## src/rtl/isa_bus_host_regs_if.sv

```systemverilog
// Avalon-MM slave port bundle between the HPS bridge and the ISA host register bank.
interface isa_bus_host_regs_if;
    logic [2:0]  avs_address;
    logic        avs_read;
    logic        avs_write;
    logic [31:0] avs_writedata;
    logic [31:0] avs_readdata;

    modport master (
        output avs_address, avs_read, avs_write, avs_writedata,
        input  avs_readdata
    );

    modport slave (
        input  avs_address, avs_read, avs_write, avs_writedata,
        output avs_readdata
    );
endinterface

```

## src/rtl/isa_bus_host_regs.sv

```systemverilog
// Avalon-MM register bank that drives the ISA bus cycle sequencer and tracks its status.
// Optional feature macro: ISA_HOST_IRQ_EN (IRQ_MASK register and registered level irq).
module isa_bus_host_regs #(
    parameter int ADDR_W      = 16,
    parameter int TIMEOUT_CYC = 64
) (
    input  logic                clk,
    input  logic                reset,
    isa_bus_host_regs_if.slave  avs,
    output logic [7:0]          control_out,
    output logic [ADDR_W-1:0]   isa_addr,
    output logic [7:0]          isa_wdata,
    input  logic                data_load_n,
    input  logic                control_reset_n,
    input  logic [7:0]          isa_data_in,
    output logic                busy,
    output logic                irq
);

    localparam int                CNT_W   = $clog2(TIMEOUT_CYC);
    localparam logic [CNT_W-1:0]  CNT_MAX = CNT_W'(TIMEOUT_CYC - 1);

    localparam logic [2:0] A_CTRL     = 3'd0;
    localparam logic [2:0] A_ADDR     = 3'd1;
    localparam logic [2:0] A_WDATA    = 3'd2;
    localparam logic [2:0] A_RDATA    = 3'd3;
    localparam logic [2:0] A_STATUS   = 3'd4;
    localparam logic [2:0] A_IRQ_MASK = 3'd5;

    typedef enum logic [1:0] {
        ST_IDLE = 2'd0,
        ST_RD   = 2'd1,
        ST_WR   = 2'd2
    } state_e;

    state_e             state_q, state_d;
    logic [ADDR_W-1:0]  addr_q, addr_d;
    logic [7:0]         wdata_q, wdata_d;
    logic [7:0]         rdata_q, rdata_d;
    logic [3:1]         sticky_q, sticky_d;   // [1]=DONE [2]=TIMEOUT [3]=COLLIDE
    logic [2:1]         mask_q, mask_d;
    logic [CNT_W-1:0]   cnt_q, cnt_d;
    logic [31:0]        readdata_q, readdata_d;
    logic               irq_q, irq_d;

    logic        wr_ctrl, wr_addr, wr_wdata, wr_status, wr_mask;
    logic [3:1]  sticky_set;
    logic [31:0] rd_word;
    logic        unused_wd;

    assign unused_wd = &{1'b0, avs.avs_writedata};

    assign wr_ctrl   = avs.avs_write && (avs.avs_address == A_CTRL);
    assign wr_addr   = avs.avs_write && (avs.avs_address == A_ADDR);
    assign wr_wdata  = avs.avs_write && (avs.avs_address == A_WDATA);
    assign wr_status = avs.avs_write && (avs.avs_address == A_STATUS);
    assign wr_mask   = avs.avs_write && (avs.avs_address == A_IRQ_MASK);

    assign busy = (state_q != ST_IDLE);

    // NOTE: every signal driven here gets a default first so no path leaves it unassigned (no latch).
    always_comb begin
        state_d    = state_q;
        addr_d     = addr_q;
        wdata_d    = wdata_q;
        rdata_d    = rdata_q;
        sticky_d   = sticky_q;
        mask_d     = mask_q;
        cnt_d      = cnt_q;
        readdata_d = readdata_q;
        irq_d      = 1'b0;
        sticky_set = '0;
        rd_word    = '0;

        unique case (state_q)
            ST_IDLE: begin
                cnt_d = '0;
                if (wr_ctrl) begin
                    if (avs.avs_writedata[0])      state_d = ST_RD;
                    else if (avs.avs_writedata[1]) state_d = ST_WR;
                end
            end
            default: begin
                // Sequencer completion takes priority over the watchdog on the same edge.
                if (!control_reset_n) begin
                    state_d       = ST_IDLE;
                    sticky_set[1] = 1'b1;
                    cnt_d         = '0;
                end else if (cnt_q == CNT_MAX) begin
                    state_d       = ST_IDLE;
                    sticky_set[2] = 1'b1;
                    cnt_d         = '0;
                end else begin
                    cnt_d = cnt_q + 1'b1;
                end
            end
        endcase

        if (state_q == ST_RD && !data_load_n) rdata_d = isa_data_in;

        if (busy) begin
            sticky_set[3] = wr_ctrl || wr_addr || wr_wdata;
        end else begin
            if (wr_addr)  addr_d  = avs.avs_writedata[ADDR_W-1:0];
            if (wr_wdata) wdata_d = avs.avs_writedata[7:0];
        end

        // Clear first, then set, so a set event on the same edge survives the W1C.
        if (wr_status) sticky_d = sticky_d & ~avs.avs_writedata[3:1];
        sticky_d = sticky_d | sticky_set;

`ifdef ISA_HOST_IRQ_EN
        if (wr_mask) mask_d = avs.avs_writedata[2:1];
        irq_d = |(sticky_q[2:1] & mask_q);
`else
        mask_d = '0;
`endif

        unique case (avs.avs_address)
            A_CTRL:     rd_word = {24'd0, control_out};
            A_ADDR:     rd_word = 32'(addr_q);
            A_WDATA:    rd_word = {24'd0, wdata_q};
            A_RDATA:    rd_word = {24'd0, rdata_q};
            A_STATUS:   rd_word = {28'd0, sticky_q, busy};
`ifdef ISA_HOST_IRQ_EN
            A_IRQ_MASK: rd_word = {29'd0, mask_q, 1'b0};
`endif
            default:    rd_word = '0;
        endcase

        if (avs.avs_read) readdata_d = rd_word;
    end

    // NOTE: state registers use non-blocking assignments so every flop samples pre-edge values.
    always_ff @(posedge clk) begin
        if (!reset) begin
            state_q    <= ST_IDLE;
            addr_q     <= '0;
            wdata_q    <= '0;
            rdata_q    <= '0;
            sticky_q   <= '0;
            mask_q     <= '0;
            cnt_q      <= '0;
            readdata_q <= '0;
            irq_q      <= 1'b0;
        end else begin
            state_q    <= state_d;
            addr_q     <= addr_d;
            wdata_q    <= wdata_d;
            rdata_q    <= rdata_d;
            sticky_q   <= sticky_d;
            mask_q     <= mask_d;
            cnt_q      <= cnt_d;
            readdata_q <= readdata_d;
            irq_q      <= irq_d;
        end
    end

    assign control_out      = (state_q == ST_RD) ? 8'h01 :
                              (state_q == ST_WR) ? 8'h02 : 8'h00;
    assign isa_addr         = addr_q;
    assign isa_wdata        = wdata_q;
    assign irq              = irq_q;
    assign avs.avs_readdata = readdata_q;

endmodule
```

## src/flat_wrapper.sv

```systemverilog
// flat-port wrapper written by rule: the top's interface ports become plain ports
module isa_bus_host_regs_flat 
#(
    parameter int ADDR_W      = 16,
    parameter int TIMEOUT_CYC = 64
)
  (clk, reset, control_out, isa_addr, isa_wdata, data_load_n, control_reset_n, isa_data_in, busy, irq, avs_avs_address, avs_avs_read, avs_avs_write, avs_avs_writedata, avs_avs_readdata);
  isa_bus_host_regs_if avs_i ();
  input  logic clk;
  input  logic reset;
  output logic [7:0] control_out;
  output logic [ADDR_W-1:0] isa_addr;
  output logic [7:0] isa_wdata;
  input  logic data_load_n;
  input  logic control_reset_n;
  input  logic [7:0] isa_data_in;
  output logic busy;
  output logic irq;
  input wire logic [$bits(avs_i.avs_address)-1:0] avs_avs_address;
  input wire logic [$bits(avs_i.avs_read)-1:0] avs_avs_read;
  input wire logic [$bits(avs_i.avs_write)-1:0] avs_avs_write;
  input wire logic [$bits(avs_i.avs_writedata)-1:0] avs_avs_writedata;
  output wire logic [$bits(avs_i.avs_readdata)-1:0] avs_avs_readdata;
  assign avs_i.avs_address = avs_avs_address;
  assign avs_i.avs_read = avs_avs_read;
  assign avs_i.avs_write = avs_avs_write;
  assign avs_i.avs_writedata = avs_avs_writedata;
  assign avs_avs_readdata = avs_i.avs_readdata;
  isa_bus_host_regs #(.ADDR_W(ADDR_W), .TIMEOUT_CYC(TIMEOUT_CYC)) u_core (.clk(clk), .reset(reset), .avs(avs_i), .control_out(control_out), .isa_addr(isa_addr), .isa_wdata(isa_wdata), .data_load_n(data_load_n), .control_reset_n(control_reset_n), .isa_data_in(isa_data_in), .busy(busy), .irq(irq));
endmodule
```

## config.mk

```make
export PLATFORM = sky130hd
export DESIGN_NAME = isa_bus_host_regs_flat
export DESIGN_NICKNAME = d
export VERILOG_FILES = /design/src/rtl/isa_bus_host_regs_if.sv /design/src/rtl/isa_bus_host_regs.sv /design/src/flat_wrapper.sv
export SDC_FILE = /design/constraint.sdc
export NUM_CORES = 1
export LEC_CHECK = 0
export BUFFER_PORTS_ARGS = -buffer_cell sky130_fd_sc_hd__buf_2
export CORE_MARGIN = 2
export CORE_UTILIZATION = 35
export CTS_BUF_LIST = sky130_fd_sc_hd__clkbuf_8
export DETAILED_ROUTE_END_ITERATION = 8
export PLACE_DENSITY_LB_ADDON = 0.08
export SYNTH_ARGS = -nofsm -noshare
export SYNTH_HDL_FRONTEND = slang
export SYNTH_SLANG_ARGS = --single-unit
```

## constraint.sdc

```tcl
create_clock -name clk -period 2.4 [get_ports clk]
set_input_delay 0.24 -clock clk [delete_from_list [all_inputs] [get_ports clk]]
set_output_delay 0.24 -clock clk [all_outputs]
set_load 0.005 [all_outputs]
```

Word level (Yosys, flattened, before mapping)
Index checks and enable logic that the tools add are counted.
{ "op_classes": {"add_sub_neg": 1, "eq_ne": 10, "n_mux": 15, "bitwise": 6, "n_reduce_logical": 15} }
{ "ops": {"columns": ["operator", "n"], "rows": [
  ["16-bit one-hot mux with 5 select lines", 1],
  ["2-bit 2-to-1 mux", 8],
  ["8-bit 2-to-1 mux", 1],
  ["6-bit by 1-bit adder with 6-bit output, second input constant", 1],
  ["3-bit by 2-bit == test with 1-bit output, second input constant", 2],
  ["6-bit == test, second input constant", 1],
  ["1-bit logical AND", 5],
  ["1-bit 2-to-1 mux", 4],
  ["2-bit AND reduction", 2],
  ["4-bit OR reduction", 1],
  ["3-bit AND", 1],
  ["3-bit by 1-bit == test with 1-bit output, second input constant", 1],
  ["3-bit == test, second input constant", 1],
  ["3-bit zero test", 1],
  ["3-bit 2-to-1 mux", 1],
  ["3-bit by 1-bit != test with 1-bit output, second input constant", 1],
  ["3-bit != test, second input constant", 1],
  ["1-bit NOT", 3],
  ["3-bit NOT", 1],
  ["3-bit OR", 1],
  ["3-bit AND reduction", 1],
  ["2-bit by 1-bit == test with 1-bit output, second input constant", 1],
  ["2-bit == test, second input constant", 1],
  ["2-bit zero test", 1],
  ["4 further kinds", 5]
]} }
{ "word_totals": {"reg_bits": 75, "in_bits": 49, "out_inout_bits": 66, "word_cells": 54} }

Longest topological paths before layout
Gate-level depths: netlist (run 1).
{ "logic_depth": {"ltp_word": 6, "depth_mapped": 6} }

Worst setup path before layout (run 1)
Ideal clock, no wire load.
{ "synth_timing": {"path_type": "reg2reg", "startpoint": "reg u_core.state_q[1]", "endpoint": "reg u_core.readdata_q[0] (netlist: u_core.avs.avs_readdata[0])", "arrival_time_ps": 1266, "required_time_ps": 2281, "slack_ps": 1016, "path_stages_with_launch": 6, "cell_sequence": "dfxtp_1 or2_2 clkbuf_1 a22oi_1 o21ai_0 o221a_2"} }
{ "synth_via": {"elab_cells_between_ends": 4} }
{ "synth_lines": {"columns": ["item", "line", "source"], "rows": [
  ["from (decl)", "isa_bus_host_regs.sv:36", "state_e state_q, state_d;"],
  ["from (signal assigned)", "isa_bus_host_regs.sv:147", "state_q <= state_d;"],
  ["2-bit nonzero test", "isa_bus_host_regs.sv:59", "assign busy = (state_q != ST_IDLE);"],
  ["net busy", "flat_wrapper.sv:17", "output logic busy;"],
  ["16-bit one-hot mux with 5 select lines", "isa_bus_host_regs.sv:119", "unique case (avs.avs_address)"],
  ["to (signal assigned)", "isa_bus_host_regs.sv:154", "readdata_q <= readdata_d;"],
  ["to (decl)", "isa_bus_host_regs.sv:43", "logic [31:0] readdata_q, readdata_d;"]
]} }
The timed path passes the listed nets, and every way through them passes these cells.
A chain may end at the register's enable or synchronous reset.

Worst setup path in the final report (run 1)
{ "layout_timing": {"startpoint": "reg u_core.state_q[1]", "endpoint": "reg u_core.addr_q[1] (netlist: u_core.isa_addr[1])"} }
{ "layout_via": {"elab_chain_len": 3} }
{ "layout_rtl": {"columns": ["item", "line", "source"], "rows": [
  ["2-bit nonzero test", "isa_bus_host_regs.sv:59", null],
  ["1-bit NOT (no source line)", null, null],
  ["2-bit AND reduction (no source line)", null, null],
  ["to (signal assigned)", "isa_bus_host_regs.sv:148", "addr_q <= addr_d;"],
  ["to (decl)", "isa_bus_host_regs.sv:37", "logic [ADDR_W-1:0] addr_q, addr_d;"]
]} }
No other way between the ends.

==> flow_summary.ini, run 1 <==
[pwr]
leakage_uw = 0.001387
seqPwrFrac = 0.507
p_comb_frac = 0.079
cell_internal_pwr_uw = 1470
clkPwrFrac = 0.414
ir_drop_mv = 0.2666
swShare = 0.2517
powerDensity_nw_per_um2 = 589.6
power_switching_uw = 494.7

[yosys]
synth_cell_type_count = 41
syn_area_sq_um = 2788
ys_ff_latch = 59
yosysSeqAreaShare = 0.4237
synth_edf_count = 0
synth_warnings = 0
synth_cells = 319
synth-main-ff-cell = dfxtp_1
async_flop_share = 0
yosysTopAreaCellShare = 0.4237
synth.area.top_cells = dfxtp_1 (42%), nor2b_1 (7.4%), buf_4 (7.0%)
yosysTopAreaCell = dfxtp_1
postSynthAreaPerCell_sq_um = 8.739

[worst_setup_path]
end_kind = flop
crit_arrival_ps = 1830
worstPathRequired_ps = 2610
rrSetupSlack_ps = 780
cp_num_buf_inv = 1
setup.worst_path.start_class = flop
slowest_stage = dfxtp_1
crit_type = flop to flop
r2r_start = u_core.state_q[1]
critical-path-max-stage-delay_ps = 370
cp_max_fo = 27
startpoint = u_core.state_q[1]
path_delay_family = simple AND/OR/NAND/NOR gates
worstPathCellList = nor4b_4, buf_4, nand2_2, nand2_1, a21boi_0

[floorplanning]
core_area_sq_um = 7727
die_area_sq_um = 8695
die_w_um = 93.25
die_h_um = 93.25
start_util = 0.3608
row_count = 32
io_pins = 115

[final_layout]
multi_input_area_sq_um = 1394
antenna-diode-count = 0
final-seq-area_sq_um = 1181
fillCellCount = 823
design_area_sq_um = 3333
drive_above_1_share = 0.2702
syn2layout_area_growth_pct = 19.57
nets = 441

[clock_network]
tritoncts = done
h-tree-depth = 3
clk_pin_slew_ps = 70
holdBufCountCts = 0
cts_buffers = 9
ctsLongestPathBuffers = 2
cts.repair.resized = 0
clkLatencyLatePin_ps = 330
clock-sinks = 59
post_cts_buffers = 0
cts-root-buf = clkbuf_8

[placed_design]
io_buffers = 75
place_congestion = 0.7672
post_dp_cell_area_sq_um = 3153
dp_hpwl_mm = 5.009

[sta]
max_slew_margin = 0.6635
rsz0062_at_grt = no
fmax_mhz = 616.3
tightest_slew_ps = 503.7
fin_setup_tns_ps = 0
setup_violations = 0
min_period_ps = 1623
finalHoldViolCount = 0
slew_violations = 0
post-route-period-util = 0.6760
finClkSkew_ps = 10.66

[routing]
vias = 2360
drc = 0
post_drt_wl_per_cell_um = 14.50
drt_wl_total_mm = 7.221
via_per_inst = 4.739
ant_nets = 0
drtIter0Drc = 104
first_pass_iters = 4

[global_routing]
grt_max_degree = 43
grt_pass1_wl_mm = 11.61
antenna_found_initial = 1
globalRoute.totalOverflow = 0
grt_usage = 0.1724
grt_pass1_vias = 2279

[run]
max_cap_viol_count = 0

[worst_hold_path]
min_path_type = primary input to flop
hold_start = avs_avs_writedata[12]

[run_status]
status = complete, no violations
-- worst paths after layout --
kind / endpoint / cells past startpoint
worst min register to register: u_core.cnt_q[0] / 1
worst max-delay path: u_core.isa_addr[1] / 5
worst min-delay path: u_core.isa_addr[12] / 3
worst max register to register: u_core.isa_addr[1] / 5
-- worst reg2reg max path: cells and delay by family (launching register included) --
| family | cells | cell delay (ps) |
|---|---|---|
| AOI/OAI and AO/OA | 1 | 90 |
| DFF | 1 | 370 |
| and+or+nand+nor | 3 | 710 |
| buffers and inverters | 1 | 330 |
-- power by group through the flow --
stage               clock network [uW]  logic (uW)  registers (uW)
finish                             813         155             997
global route                       892         172             998
CTS                                838         156             997
detailed placement                   0         155            1020
global placement                     0         154            1020
floorplan                            0         112            1020
-- cells in the final DEF (no fill, tap or decap), drive strengths merged, types with 4 or more instances in the layout --
cell type and n:
mux2 5, nand2 37, nor2b 34, a21oi 9, o21ai 8, nand4 4, conb 23, mux2i 9
nand3 28, a22oi 7, buf 81, and2 7, nor2 6, clkbuf 11, a21boi 26, inv 9
o22ai 4, dfxtp 59
-- metrics by stage --
step                      hold WS (ps)  utilization  setup slack [ps]  total power [uW]  std cells
after floorplan                  352.1            -              1016              1131        341
after global placement           436.0       0.4080             682.9              1173        482
after detailed placement         437.7       0.4080             628.8              1175        482
after CTS                        141.6       0.4313             750.8              1991        498
after global routing             156.0       0.4313             609.4              2062        498
final                            153.5       0.4313             777.5              1965        498
-- synth_stat cells (6+ instances only) --
master	n
o21ai_0	8
nor2b_1	33
buf_2	8
and2_1	7
mux2i_1	9
a22oi_1	7
nand2_1	36
a21oi_1	9
inv_1	8
a21boi_0	21
nor2_1	6
dfxtp_1	59
buf_4	26
nand3_1	28
clkbuf_1	7
-- cell type report --
type	count	area share
Inverter	8	0.009009
Clock buffer	11	0.04542
Tap cell	102	0.03829
Timing Repair Buffer	81	0.1261
Clock inverter	5	0.008634
Sequential cell	59	0.3544
Multi-Input combinational cell	232	0.4182
-- kinds of logic after synthesis --
kind of cell | share of synthesized area
AO/OA/AOI/OAI | 0.1652
multiplexers | 0.05251
XOR/XNOR | 0.009427
flip-flops | 0.4237
other | 0.001345
buffers and inverters | 0.1059
adder cells (fa/ha/maj) | 0.004488
AND/OR/NAND/NOR | 0.2374
-- sequential cells by signal, summed over array words and instances, names as in the netlist --
register                 cells
u_core.cnt_q                 6
u_core.rdata_q               8
u_core.isa_wdata             8
u_core.state_q               2
u_core.sticky_q              3
u_core.avs.avs_readdata     16
u_core.isa_addr             16
-- layer usage --
| layer | vias to the layer above | share of wire | wire length (um) | GRT usage |
|---|---|---|---|---|
| li1 | 1190 | - | - | - |
| met1 | 1103 | 0.48 | 3462 | 0.2336 |
| met3 | 6 | 0.051 | 368 | 0.04271 |
| met5 | - | 0 | 0 | 0 |
| met4 | 0 | 0.0090 | 65 | 0.07108 |
| met2 | 61 | 0.46 | 3324 | 0.2614 |
(Power assumes the default switching activity.)
==> run 2, diff against run 1 <==
--- a/config.mk
+++ b/config.mk
@@ -5,6 +5,7 @@
 export SDC_FILE = /design/constraint.sdc
 export NUM_CORES = 1
 export LEC_CHECK = 0
+export ABC_AREA = 1
 export BUFFER_PORTS_ARGS = -buffer_cell sky130_fd_sc_hd__buf_2
 export CORE_MARGIN = 2
 export CORE_UTILIZATION = 35
==> constraint.sdc (replaced) <==
create_clock -name clk -period 1.5 [get_ports clk]
set_input_delay 0.15 -clock clk [delete_from_list [all_inputs] [get_ports clk]]
set_output_delay 0.15 -clock clk [all_outputs]
set_load 0.005 [all_outputs]
==> run 2 against run 1 <==
  * Synthesized cell count grew 15%
  * First-iteration DRC count shrank 13%
  * Register-to-register slack lost 610 ps
  * Total power grew 110%
  * Combinational power grew to 6.2 times the previous value
  * Worst setup slack lost 630 ps
  * Via count grew 4.1%
  * Clock skew shrank 4.2 ps
  * Critical endpoint is now control_out[0]
  * Largest cell class unchanged
==> flow_summary.ini, run 2 <==
[worst_setup_path]
end_kind = primary output
cp_max_fo = 9
critical-path-max-stage-delay_ps = 310
r2r_end = u_core.state_q[1]
crit_type = flop to primary output
crit_arrival_ps = 1210
worstPathCellList = inv_1, nor2_1, buf_4, buf_2
worstRegToRegCells = 9
path_delay_family = buffers and inverters
r2r_start = u_core.cnt_q[0]
setup.worst_path.start_class = flop
cp_num_buf_inv = 3
worstPathRequired_ps = 1350
slowest_stage = dfxtp_1
rrSetupSlack_ps = 170

[pwr]
ir_drop_mv = 0.4263
leakage_uw = 0.001460
powerDensity_nw_per_um2 = 1273

[yosys]
postSynthAreaPerCell_sq_um = 7.432
syn_area_sq_um = 2720
post-synth-top-count-cell = nand2_1
synth-main-ff-cell = dfxtp_1
yosysTopAreaCell = dfxtp_1
ys_ff_latch = 59
synth_edf_count = 0
synth.area.top_cells = dfxtp_1 (43%), nand2_1 (9.9%), a21oi_1 (9.8%)
yosysTopAreaCellShare = 0.4342
synth_warnings = 0
yosysSeqAreaShare = 0.4342
synthTopCellsByCount = nand2_1 (72), dfxtp_1 (59), a21oi_1 (53)
synth_cells = 366
synth_cell_type_count = 27
async_flop_share = 0

[final_layout]
nets = 495
antenna-diode-count = 0
multi_input_area_sq_um = 1185
syn2layout_area_growth_pct = 21.53
stdcell_count = 552
drive_above_1_share = 0.2622
final-seq-area_sq_um = 1184
final_common_cell = buf_2
layout_common_cells = buf_2 (75), nand2_1 (71), dfxtp_1 (57)
fillCellCount = 812

[routing]
drc = 0
wl_met1_mm = 3.463
wl_met2_mm = 2.846
vias = 2457
first_pass_iters = 4
drtIter0Drc = 91
wl_met3_um = 472
post_drt_wl_per_cell_um = 12.52
via_per_inst = 4.451
ant_nets = 0
routed.top_layer = met4
drt_wl_total_mm = 6.911

[clock_network]
holdBufCountCts = 0
clkLatencyLatePin_ps = 330
ctsLongestPathBuffers = 2
clk_pin_slew_ps = 70
clock-sinks = 59
cts-root-buf = clkbuf_8
tritoncts = done
cts_buffers = 9
h-tree-depth = 3

[worst_hold_path]
min_path_type = primary input to flop
worstHoldPathCells = 3
hold_start = avs_avs_writedata[12]
worstHoldEndpoint = u_core.isa_addr[12]

[sta]
post-route-period-util = 0.9034
rsz0062_at_grt = no
finalHoldViolCount = 0
min_period_ps = 1355
slew_violations = 0
setup_violations = 0
fmax_mhz = 738.0
finClkSkew_ps = 6.430
fin_setup_tns_ps = 0

[floorplanning]
die_area_sq_um = 8493
start_util = 0.3576
die_w_um = 92.16
row_count = 32
die_h_um = 92.16
io_pins = 115
core_area_sq_um = 7607

[run]
max_cap_viol_count = 0

[global_routing]
antenna_found_initial = 0
grt_pass1_wl_mm = 10.70
grt_pass1_vias = 2160
globalRoute.totalOverflow = 0
grt_max_degree = 33
grt_usage = 0.1616

[placed_design]
dp_cells = 535
place_congestion = 0.8061
io_buffers = 75
dp_hpwl_mm = 5.065

[run_status]
status = complete, no violations
-- run 2: changes by cell type after synthesis, sizes merged, moves of 9 or more --
cell and delta:
nor2b -34, o21ai +28, nand2 +36, mux2i -9
nor2 +10, inv +34, a21oi +44, a21boi -26
-- run 2: routing by layer --
layer  GRT usage  up-vias
met1      0.2257     1059
li1            -     1315
met2      0.2255       73
met3     0.04930       10
met5           0        -
met4     0.07711        0
-- run 2: per-stage QoR --
| step | utilization | area [sq um] | hold WS [ps] | total power [uW] | worst slack (ps) |
|---|---|---|---|---|---|
| after floorplan | - | 2803 | 315.4 | 2465 | 333.8 |
| after global placement | 0.4056 | 3085 | 411.2 | 2759 | 95.33 |
| after detailed placement | 0.4056 | 3085 | 420.1 | 2766 | 60.29 |
| after CTS | 0.4322 | 3288 | 68.18 | 4239 | 93.74 |
| after global routing | 0.4345 | 3306 | 86.74 | 4478 | 7.941 |
| final | 0.4345 | 3306 | 80.48 | 4207 | 145.0 |
-- run 2: report_power, final --
| part | internal (uW) | switching [uW] | leakage [uW] |
|---|---|---|---|
| Clock | 811 | 643 | 0.000102 |
| Sequential | 1700 | 82.9 | 0.000480 |
| Combinational | 352 | 614 | 0.000878 |
| Total | 2870 | 1340 | 0.00146 |
-- run 2: cell type report --
cell class              instances  area share
flip-flops and latches         59      0.3581
multi-input cells             247      0.3584
well taps                     102     0.03861
clock inverters                 6     0.01968
clock buffers                  10     0.04164
inverters                      45     0.05185
repair buffers                 83      0.1317
-- run 2: worst max-delay path by stage --
stage	from	to	cells after the start
after detailed placement	avs_avs_address[2]	u_core.isa_addr[0]	7
final	u_core.state_q[0]	control_out[0]	4
after global routing	u_core.state_q[0]	control_out[0]	4
after CTS	u_core.state_q[0]	u_core.isa_addr[0]	6
after global placement	avs_avs_address[2]	u_core.isa_addr[0]	7
after floorplan	u_core.cnt_q[0]	u_core.state_q[0]	9
-- run 2: cells by family after synthesis --
| kind of cell | count (synthesis) | synth area share |
|---|---|---|
| AND/OR/NAND/NOR | 130 | 0.2208 |
| AO/OA/AOI/OAI | 91 | 0.1697 |
| buffers and inverters | 83 | 0.1661 |
| flip-flops | 59 | 0.4342 |
| XOR/XNOR | 1 | 0.003220 |
| adder cells (fa/ha/maj) | 1 | 0.004599 |
| other | 1 | 0.001379 |
-- run 2: timing repair --
| item | in CTS | in global routing |
|---|---|---|
| resized for setup | 0 | 5 |
| setup endpoints to repair | 0 | 8 |
| setup buffers | 0 | 0 |
-- run 2: worst reg2reg max path, cell delays in order (launching register included) --
cell and delay, ps:
dfxtp_2 360, ha_2 180, nand2_1 70, inv_2 80, nand4_1 160, nand2_2 140
nand3_1 100, nand2_1 70, inv_1 30, nor2_1 90
